### src/rtl/load_buffer.sv
// Load buffer: queues address-resolved loads in order, issues one aligned word read at a
// time, formats the returned data and broadcasts it to the CDB, honouring kill/resolve.
package load_buffer_pkg;
    localparam int XLEN  = 32;
    localparam int TAG_W = 5;

    typedef struct packed {
        logic              valid;
        logic              speculative;
        logic [XLEN-1:0]   address;
        logic [TAG_W-1:0]  rd_tag;
        logic [2:0]        mem_size;
        logic [XLEN-1:0]   NPC;
        logic [XLEN-1:0]   inst;
    } LB_PACKET;

    typedef struct packed {
        logic              valid;
        logic              speculative;
        logic [XLEN-1:0]   value;
        logic [TAG_W-1:0]  rob_tag;
        logic [XLEN-1:0]   NPC;
        logic [XLEN-1:0]   inst;
    } EX_WR_PACKET;

    typedef enum logic [1:0] {
        IDLE  = 2'd0,
        WAIT  = 2'd1,
        WB    = 2'd2,
        DRAIN = 2'd3
    } lb_state_e;
endpackage

module load_buffer
    import load_buffer_pkg::*;
#(
    parameter int LB_DEPTH = 4,
    parameter int LB_IDX   = $clog2(LB_DEPTH)
) (
    input  logic              clock,
    input  logic              reset,
    input  LB_PACKET          lb_packet_in,
    input  logic              kill,
    input  logic              resolve,
    output logic              mem_req_valid,
    output logic [XLEN-1:0]   mem_req_addr,
    input  logic              mem_req_ready,
    input  logic              mem_resp_valid,
    input  logic [XLEN-1:0]   mem_resp_data,
    output EX_WR_PACKET       lb_output,
    input  logic              cdb_grant,
    output logic              lb_full
);

    localparam int CW = LB_IDX + 1;

    LB_PACKET          slot_q [LB_DEPTH];
    LB_PACKET          slot_d [LB_DEPTH];
    logic [LB_IDX-1:0] head_q, head_d;
    logic [LB_IDX-1:0] tail_q, tail_d;
    logic [CW-1:0]     count_q, count_d;
    lb_state_e         state_q, state_d;
    logic [XLEN-1:0]   data_q, data_d;

    LB_PACKET          head_s;
    logic              head_kill_s;
    logic              push_s;
    logic              pop_s;

    // Extract and extend the selected byte/half/word from an aligned memory word.
    function automatic logic [XLEN-1:0] format_load(
        input logic [2:0]      size,
        input logic [1:0]      offset,
        input logic [XLEN-1:0] data
    );
        logic [XLEN-1:0] shifted;
        logic [7:0]      byte_v;
        logic [15:0]     half_v;
        shifted = data >> {offset, 3'b000};
        byte_v  = shifted[7:0];
        half_v  = offset[1] ? data[31:16] : data[15:0];
        case (size)
            3'b000:  format_load = {{24{byte_v[7]}}, byte_v};
            3'b001:  format_load = {{16{half_v[15]}}, half_v};
            3'b010:  format_load = data;
            3'b100:  format_load = {24'h000000, byte_v};
            3'b101:  format_load = {16'h0000, half_v};
            default: format_load = 32'hfacebeec;
        endcase
    endfunction

    assign head_s      = slot_q[head_q];
    assign head_kill_s = kill & head_s.speculative;
    assign lb_full     = (count_q == CW'(LB_DEPTH));
    assign push_s      = lb_packet_in.valid & ~lb_full;

    // Next-state logic for the queue, the issue/writeback FSM and the memory/CDB outputs.
    always_comb begin
        slot_d        = slot_q;
        head_d        = head_q;
        tail_d        = tail_q;
        count_d       = count_q;
        state_d       = state_q;
        data_d        = data_q;
        pop_s         = 1'b0;
        mem_req_valid = 1'b0;
        mem_req_addr  = {head_s.address[XLEN-1:2], 2'b00};
        lb_output     = '0;

        // Kill takes priority: when both are high the speculative bits survive so kill can act.
        for (int i = 0; i < LB_DEPTH; i++) begin
            slot_d[i].valid       = slot_q[i].valid & ~(kill & slot_q[i].speculative);
            slot_d[i].speculative = slot_q[i].speculative & ~(resolve & ~kill);
        end

        case (state_q)
            IDLE: begin
                if (count_q == '0) begin
                    state_d = IDLE;
                end else if (!head_s.valid) begin
                    pop_s   = 1'b1;
                    state_d = IDLE;
                end else if (!head_kill_s) begin
                    mem_req_valid = 1'b1;
                    state_d       = mem_req_ready ? WAIT : IDLE;
                end else begin
                    state_d = IDLE;
                end
            end
            WAIT: begin
                if (head_kill_s) begin
                    if (mem_resp_valid) begin
                        pop_s   = 1'b1;
                        state_d = IDLE;
                    end else begin
                        state_d = DRAIN;
                    end
                end else if (mem_resp_valid) begin
                    data_d  = format_load(head_s.mem_size, head_s.address[1:0], mem_resp_data);
                    state_d = WB;
                end else begin
                    state_d = WAIT;
                end
            end
            DRAIN: begin
                if (mem_resp_valid) begin
                    pop_s   = 1'b1;
                    state_d = IDLE;
                end else begin
                    state_d = DRAIN;
                end
            end
            WB: begin
                if (head_kill_s) begin
                    pop_s   = 1'b1;
                    state_d = IDLE;
                end else begin
                    lb_output.valid       = 1'b1;
                    lb_output.speculative = head_s.speculative & ~resolve;
                    lb_output.value       = data_q;
                    lb_output.rob_tag     = head_s.rd_tag;
                    lb_output.NPC         = head_s.NPC;
                    lb_output.inst        = head_s.inst;
                    if (cdb_grant) begin
                        pop_s   = 1'b1;
                        state_d = IDLE;
                    end else begin
                        state_d = WB;
                    end
                end
            end
            default: begin
                state_d = IDLE;
            end
        endcase

        if (push_s) begin
            slot_d[tail_q]             = lb_packet_in;
            slot_d[tail_q].valid       = 1'b1;
            slot_d[tail_q].speculative = lb_packet_in.speculative & ~resolve;
            tail_d                     = tail_q + LB_IDX'(1);
        end else begin
            tail_d = tail_q;
        end

        if (pop_s) begin
            head_d = head_q + LB_IDX'(1);
        end else begin
            head_d = head_q;
        end

        case ({push_s, pop_s})
            2'b10:   count_d = count_q + CW'(1);
            2'b01:   count_d = count_q - CW'(1);
            default: count_d = count_q;
        endcase
    end

    // State registers with synchronous active-low reset.
    always_ff @(posedge clock) begin
        if (!reset) begin
            for (int i = 0; i < LB_DEPTH; i++) begin
                slot_q[i] <= '0;
            end
            head_q  <= '0;
            tail_q  <= '0;
            count_q <= '0;
            state_q <= IDLE;
            data_q  <= '0;
        end else begin
            for (int i = 0; i < LB_DEPTH; i++) begin
                slot_q[i] <= slot_d[i];
            end
            head_q  <= head_d;
            tail_q  <= tail_d;
            count_q <= count_d;
            state_q <= state_d;
            data_q  <= data_d;
        end
    end

endmodule

### config.mk
export PLATFORM = sky130hd
export DESIGN_NAME = load_buffer
export DESIGN_NICKNAME = d
export VERILOG_FILES = /design/src/rtl/load_buffer.sv
export SDC_FILE = /design/constraint.sdc
export NUM_CORES = 1
export LEC_CHECK = 0
export CAP_MARGIN = 0
export CORE_MARGIN = 2
export CORE_UTILIZATION = 49
export DETAILED_ROUTE_END_ITERATION = 16
export PLACE_DENSITY_LB_ADDON = 0.3
export SLEW_MARGIN = 20
export SYNTH_ARGS = -nofsm -noshare
export SYNTH_HDL_FRONTEND = slang
export SYNTH_SLANG_ARGS = --single-unit
### constraint.sdc
create_clock -name clock -period 3.2 [get_ports clock]
set_input_delay 0.64 -clock clock [delete_from_list [all_inputs] [get_ports clock]]
set_output_delay 0.64 -clock clock [all_outputs]
set_load 0.02 [all_outputs]
=== Word-level counts from Yosys, hierarchy flattened ===
Index checks and enable logic that the tools add are counted.
W data, S select, Z words.

* Register bits after elaboration: 465
* Output and inout port bits: 137
* Logic and storage cells: 124

* $add $sub $neg: 4
* Order comparisons: 3
* Eq/ne operators: 10
* Shifts and indexed selects: 1
* Muxes and demuxes: 39
* Bitwise gates (word level): 28
* Reductions and logical operators: 6

{| class="wikitable"
|+ Operator list
! cell !! number
|-
| $bwmux W424 || 3
|-
| $demux W106 S2 || 3
|-
| $mux W106 || 4
|-
| $mux W424 || 1
|-
| $bmux W106 S2 || 1
|-
| $mux W103 || 2
|-
| $pmux W32 S5 || 1
|-
| $mux W105 || 1
|-
| $shr A32 B5 Y8 || 1
|-
| $and A1 B1 Y1 || 17
|-
| $mux W16 || 1
|-
| $mux W1 || 14
|-
| $mux W2 || 5
|-
| $eq A3 B3 Y1 const B || 3
|-
| $not A1 Y1 || 9
|-
| $pmux W2 S4 || 1
|-
| $eq A2 B2 Y1 const B || 3
|-
| $ge A3 B3 Y1 const B || 2
|-
| $logic_not A3 Y1 || 2
|-
| $not A2 Y3 || 2
|-
| $pmux W3 S2 || 1
|-
| $add A2 B1 Y2 const B || 2
|-
| $eq A2 B1 Y1 const B || 2
|-
| $pmux W1 S4 || 1
|-
| 9 further kinds || 9
|}

=== Depth between registers and ports, before layout ===
Gate-level depths: netlist of the first run.

* Word-level depth: 9
* Gate-level depth with buffers: 13
* Gate-level depth less buffers: 11

=== Least setup slack after synthesis of the first run ===
No wires, ideal clock.

* Kind: register to register
* From: reg head_q[1]
* To: reg count_q[2]
* Library setup time: 0.070 ns
* Arrival time: 2.924 ns
* Required time: 3.130 ns
* Path slack: 0.205 ns
* Cell stages (with the launch flop): 14
* Buffers on the path: 2
* Period minus slack after synthesis: 2.995 ns
* Cells stage by stage: dfxtp_1 buf_6 mux4_2 and2_1 clkbuf_1 ha_1 a21oi_1 o31ai_1 o221a_2 ha_1 fa_1 xnor2_1 or3_1 a21oi_1

* Word-level cells in the longest chain between the ends: 9
* Elaborated cells on any way between the ends: 14
* Those cells by class: eq/ne: 2; mux: 9; bitwise: 2; reduce/logical: 1

{| class="wikitable"
|+ RTL lines
! item !! line !! RTL
|-
| from (decl) || 59 || <nowiki>logic [LB_IDX-1:0] head_q, head_d;</nowiki>
|-
| from (signal assigned) || 205 || <nowiki>head_q <= '0;</nowiki>
|-
| from (signal assigned) || 214 || <nowiki>head_q <= head_d;</nowiki>
|-
| $not A2 Y3 (not written as such) * || 92 || <nowiki>assign head_s = slot_q[head_q];</nowiki>
|-
| $bmux W106 S2 * || 92 ||
|-
| $mux W106 (not written as such) * (2 in a row) || 92 ||
|-
| $and A1 B1 Y1 or $mux W1 (tied branches) || 93, 120 ||
|-
| $mux W1, on equally long branches || 154, 118, 131 ||
|-
| $pmux W1 S4 * || 116 || <nowiki>case (state_q)</nowiki>
|-
| net pop_s || 68 || <nowiki>logic pop_s;</nowiki>
|-
| $eq A2 B1 Y1 or $eq A2 B2 Y1 (tied branches) || 192 || <nowiki>case ({push_s, pop_s})</nowiki>
|-
| $pmux W3 S2 or $reduce_bool A2 Y1 (tied branches) || -- ||
|-
| to (signal assigned) || 216 || <nowiki>count_q <= count_d;</nowiki>
|-
| to (decl) || 61 || <nowiki>logic [CW-1:0] count_q, count_d;</nowiki>
|}

Mark *: on every way through the listed nets, which the timed path passes. The rest lies on a longest branch. The select of a mux whose other input is x is not followed.
A chain may end at the register's enable or synchronous reset.

==> qor.txt, run 1 <==
CP cell instances: mux4_2, a21oi_4, buf_4, buf_12, and3_1, clkdlybuf4s15_1
Worst setup path class: flop to output pin
Reg2Reg Launch Point: head_q[1]
Slew HR: 49.5%
Layout cell share with drive strength beyond 1: 14.0%
Critical path's largest stage delay: 0.57 ns
Max-cap viol count: 0
I/O Pins: 282
DRT iter0 DRCs: 1582
Area grow syn2layout: 25.5%
RSZ-0062 raised after global routing: yes
Chip width: 205 um
GPL Wtd Cong: 0.919
GR Overflow Total: 0
Vias in the first global route: 17800
Root Driver: clkbuf_16
Fin crit period: 3.19 ns
Top-area cell type share of the netlist area: 47.0%
Global Route Usage Sum: 29.3%
CTS sink cnt: 465
CP delay by family, top: buffers and inverters
Max Clock Skew: 0.0216 ns
Final hold vios: 0
Vert. Die Dim: 205 um
Count leader, synth: nand2_1
Static Leakage: 9.39 nW
Top FF cell, synth: dfxtp_1
Min-Delay Path Class: flop to flop
Worst Path Required: 2.56 ns
Final Instance Area: 24900 um2
1st-pass router iterations: 6
Hold depth: 2
Worst vdd ir: 0.000490 V
Placed insts: 3029
CTS clk-pin slew, worst paths: 0.06 ns
Maximum fanout along the worst path: 21
Worst r2r dst: count_q[2]
Buffers & Inverters on Critical Path: 3
IO Port Bufs: 279
Slew @ Worst Pin: 0.758 ns
Fraction of registers with async set or reset after synthesis: 0%
Post-route non-filler standard cell count: 3135
Fin crit share: 99.7%
Yosys top cell by area: dfxtp_1
Final WS setup: 0.00885 ns
Std cell rows: 73
Nets@finish: 2723
FF-to-FF setup slack: 0.24 ns
Routed WL per cell: 20.1 um
H-tree depth: 2
DP Area: 23300 um2
Remaining DRCs: 0
R2r worst-path depth: 11
Post-synthesis cell type count: 48
CTS buffer count: 48
EDFF count, synth: 0
Synth Register Bits: 465
Final WL: 62.9 mm
Mapped Cells: 2367
Ys Warns: 0
Top post-synthesis cells by count: nand2_1 (880), dfxtp_1 (465), a21oi_1 (451)
Crit start category: flop
Largest net degree at the start of global routing: 102
First-pass GRT wire length: 97.1 mm
Fin. max-slew vios: 0
Worst skew pair latency: 0.58 ns
Setup Viol. Count Final: 0
Pwr dens: 653 nW/um2
F_max: 313 MHz
Max clock buf depth: 3
Outcome: completed
Hpwl dp: 37.5 mm
Synth top area cells: dfxtp_1 (47%), nand2_1 (17%), mux4_2 (12%)
Vias: 18100
Design Power: 16.2 mW
Netlist Area Pre-Place: 19800 um2
Worst Path Arrival: 2.55 ns
Die footprint: 42000 um2
Crit. End Element: output pin
Layout Utilization: 62.4%
Core area: 39800 um2
Slowest CP cell: mux4_2
Final ANT Viol Nets: 0
Pre-CTS WS: -0.0380 ns
Sequential-to-total area share from yosys stat: 47.0%
Starting Density: 49.7%
Initial antenna violation count: 8
Syn Area/Cell: 8.36 um2
CTS tree: done
DR vias/cell: 5.76
[worst max path at each step]
stage	start	endpoint	slack (ns)	depth (start not counted)
after floorplan	head_q[1]	count_q[2]	0.21	13
after global placement	kill	count_q[2]	-0.03	11
after detailed placement	kill	lb_output[101]	-0.04	6
after CTS	head_q[1]	mem_req_addr[7]	-0.05	3
after global routing	head_q[1]	lb_output[76]	-0.07	6
final	head_q[1]	lb_output[44]	0.009	6
[through the flow]
step	hold WS [ns]	setup TNS [ns]
5_1_grt	0.468	-1.19
3_5_place_dp	0.445	-0.0380
6_report	0.452	0
2_1_floorplan	0.428	0
3_3_place_gp	0.438	-0.0323
4_1_cts	0.453	-1.07
[kinds of logic (layout without fill, tap and decap cells)]
logic type | after synthesis | count (layout) | share of synthesized area, %
adders and majority gates | 10 | 10 | 0.670
buffers and inverters | 213 | 450 | 4.26
xor gates and xnor gates | 4 | 4 | 0.177
muxes | 117 | 117 | 12.7
DFF | 465 | 465 | 47.0
AOI/OAI and AO/OA | 515 | 515 | 13.6
other | 1 | 7 | 0.0189
and+or+nand+nor | 1042 | 1042 | 21.6
[placed cells by master (no fill, tap or decap), types with 4 or more instances in the layout]
master / n
a21oi_1: 450
a22oi_1: 11
a31oi_1: 6
and2_4: 4
and3_1: 101
buf_12: 27
buf_2: 20
buf_4: 75
buf_6: 4
bufbuf_16: 4
clkbuf_1: 11
clkbuf_16: 51
clkbuf_2: 21
clkbuf_8: 10
clkdlybuf4s50_1: 150
clkinv_2: 11
dfxtp_1: 462
diode_2: 5
dlygate4sd2_1: 40
ha_1: 9
inv_1: 9
mux2i_1: 10
mux4_2: 107
nand2_1: 876
nand2_4: 4
nand2b_1: 5
nand3_1: 12
nor2_1: 15
nor3_1: 7
o21ai_0: 27
[worst reg2reg max path: stages, from the launching register on]
cell	delay, ns
dfxtp_4	0.39
mux4_2	0.57
and2_1	0.22
ha_1	0.18
a21oi_1	0.12
o31ai_1	0.08
o221a_2	0.16
ha_1	0.22
fa_1	0.38
xnor2_1	0.14
or3_1	0.30
a21oi_1	0.13
[repair_timing]
| action | in CTS | in global routing |
|---|---|---|
| hold buffers | 0 | 0 |
| pin swaps | 1 | 1 |
| buffers inserted | 7 | 1 |
| setup endpoints to repair | 134 | 95 |
| gates cloned | 6 | 2 |
| gates resized for setup | 365 | 64 |
[final cells by class]
cell class                      count  area, um2
Timing Repair Buffer              353       3550
Sequential cell                   465       9320
Tap cell                          525        657
Inverter                           10       45.0
Fill cell                        3324      15000
Clock buffer                       70       1410
Antenna cell                        5       12.5
Multi-Input combinational cell   1690       9710
Clock inverter                     17        149
[layer usage]
| metal | part of all wire [%] | wire length [um] | vias to the layer above | GRT usage [%] |
|---|---|---|---|---|
| met2 | 47 | 29800 | 883 | 48.5 |
| met5 | 0.046 | 29 | - | 0 |
| met3 | 9.8 | 6190 | 141 | 7.24 |
| li1 | - | - | 8425 | - |
| met4 | 3.5 | 2180 | 6 | 10.1 |
| met1 | 39 | 24600 | 8616 | 37.4 |
[where the power goes]
part	leakage [nW]	switching, mW	internal, mW
combinational	4.84	2.41	1.76
sequential	3.77	0.260	6.25
clock	0.773	2.34	3.21
Note: power is estimated with default switching activity, not from simulation.
==> run 2, diff against run 1 <==
--- a/config.mk
+++ b/config.mk
@@ -5,7 +5,7 @@
 export SDC_FILE = /design/constraint.sdc
 export NUM_CORES = 1
 export LEC_CHECK = 0
-export CAP_MARGIN = 0
+export CAP_MARGIN = 20
 export CORE_MARGIN = 2
 export CORE_UTILIZATION = 49
 export DETAILED_ROUTE_END_ITERATION = 16
==> results of run 2 <==
Same layout as run 1: the final DEF is identical, and so are final timing and power.
==> run 3, diff against run 2 <==
--- a/config.mk
+++ b/config.mk
@@ -6,6 +6,7 @@
 export NUM_CORES = 1
 export LEC_CHECK = 0
 export CAP_MARGIN = 20
+export CORE_ASPECT_RATIO = 1.1
 export CORE_MARGIN = 2
 export CORE_UTILIZATION = 49
 export DETAILED_ROUTE_END_ITERATION = 16
==> run 3 against run 2 <==
Compared with the run above:
- sequential power barely moved
- flip-flop and latch count stayed put
- routed wire length fell by 4.1%
- hold slack lost 0.0012 ns
- non-clock buffer count shrank 6
- combinational power shrank 5%
- clock power rose by 10%
- count of clock-buffer cells in the layout is 4 lower
- clock skew fell by 0.012 ns
- via count shrank 1.0%
- total power increased by 2.4%
- largest cell class unchanged
- highest routed layer unchanged
==> qor.txt, run 3 (synthesis gave the netlist of run 1 again) <==
Outcome: completed
Pwr dens: 671 nW/um2
Net Sw Frac: 29.4%
Layout Utilization: 61.9%
Layout cell share with drive strength beyond 1: 14.5%
Max-cap viol count: 0
Vert. Die Dim: 215 um
Min-Delay Path Class: flop to flop
Commonest non-fill, non-tap cell in the layout: nand2_1
Setup Total Neg Slack: 0 ns
Fin crit period: 3.13 ns
Static Leakage: 9.34 nW
First-pass GRT wire length: 94.2 mm
Area grow syn2layout: 25.1%
Max Clock Skew: 0.00981 ns
Worst setup path class: flop to output pin
Met3 Resource Use GR: 5.43%
Die footprint: 42000 um2
Critical path's largest stage delay: 0.58 ns
F_max: 319 MHz
Setup Viol. Count Final: 0
CTS clk-pin slew, worst paths: 0.06 ns
DP Area: 23200 um2
Final hold vios: 0
Vias: 17900
Final ANT Viol Nets: 0
GPL Wtd Cong: 0.873
DRT iter0 DRCs: 1512
Max clock buf depth: 3
Fin. max-slew vios: 0
IO Port Bufs: 279
Met1 usage: 36.4%
Worst vdd ir: 0.000525 V
Slew @ Worst Pin: 0.753 ns
H-tree depth: 2
Chip width: 196 um
Final Instance Area: 24800 um2
Crit start category: flop
Int Power: 11.7 mW
Slowest CP cell: mux4_2
GR Overflow Total: 0
CTS sink cnt: 465
CTS Hold Bufs: 0
Remaining DRCs: 0
GRT met2 Usage: 47.2%
Clock share of power: 36.9%
Most frequent cells in the layout: nand2_1 (876), dfxtp_1 (462), a21oi_1 (450)
DR vias/cell: 5.74
Crit. End Element: output pin
CTS tree: done
Worst skew pair latency: 0.56 ns
Filler instances: 3405
I/O Pins: 282
Initial antenna violation count: 8
Slew HR: 49.8%
Final WL: 60.3 mm
Largest net degree at the start of global routing: 78
1st-pass router iterations: 6
Worst Path Required: 2.56 ns
Reg power frac: 39.2%
CP cell instances: mux4_2, a21oi_4, buf_12, buf_16, and3_1, clkdlybuf4s15_2
CTS buffer count: 48
Nets@finish: 2717
Gate power share: 24.0%
Routed WL per cell: 19.3 um
Pre-CTS WS: 0.0130 ns
Worst Path Arrival: 2.49 ns
Vias in the first global route: 17500
Std cell rows: 77
Global Route Usage Sum: 27.9%
Final WS setup: 0.0677 ns
Root Driver: clkbuf_16
Maximum fanout along the worst path: 36
Psw: 4.89 mW
Starting Density: 49.5%
Core area: 40000 um2
Fin crit share: 97.9%
Hpwl dp: 37.1 mm
GRT Max-Usage Layer: met2
run 3: per-layer routing:
layer	part of all wire (%)	vias to the layer above
met3	8.5	101
met2	49	758
met4	2.3	8
li1	-	8406
met5	0.091	-
met1	41	8618
run 3: cell type report:
cell class                 count  area [um2]  area share [%]
antenna                        7        17.5          0.0707
clock buffer                  66        1410            5.70
clock inverter                20         332            1.34
inverter                      10        45.0           0.182
multi-input combinational   1690        9710            39.2
sequential                   465        9320            37.6
tap                          513         642            2.59
timing repair buffer         347        3290            13.3
run 3: worst max-delay path: cells and delay by family, from the launching register on:
| family | cells | cell delay [ns] |
|---|---|---|
| DFF | 1 | 0.40 |
| muxes | 1 | 0.58 |
| AOI/OAI and AO/OA | 1 | 0.19 |
| buffers and inverters | 3 | 0.60 |
| and+or+nand+nor | 1 | 0.16 |
run 3: through the flow:
stage	hold slack, ns	instances	power [mW]
6_report	0.451	3118	16.6
3_5_place_dp	0.444	3021	10.5
3_3_place_gp	0.438	3021	10.4
4_1_cts	0.453	3111	16.7
2_1_floorplan	0.428	2368	9.00
5_1_grt	0.464	3115	17.3
run 3: what timing repair did:
item / in CTS / in global routing
setup endpoints to repair: 131 / 113
pin swaps: 1 / 0
gates resized for setup: 266 / 99
gates cloned: 2 / 0
setup buffers: 2 / 0
endpoints found under the hold margin: 0 / 0
run 3: path summary, 6_finish.rpt:
kind / from / end / slack [ns] / cells past startpoint
min reg2reg: slot_q[105] / slot_q[105] / 0.45 / 2
max: head_q[1] / lb_output[64] / 0.07 / 6
max reg2reg: head_q[1] / count_q[2] / 0.19 / 11
min: slot_q[105] / slot_q[105] / 0.45 / 2
run 3: power by group through the flow:
stage	Combinational, mW	Sequential, mW	Clock (mW)
floorplan	2.47	6.53	0
finish	3.98	6.51	6.12
global placement	3.85	6.59	0
global route	4.28	6.56	6.44
detailed placement	3.90	6.63	0
CTS	3.99	6.51	6.20
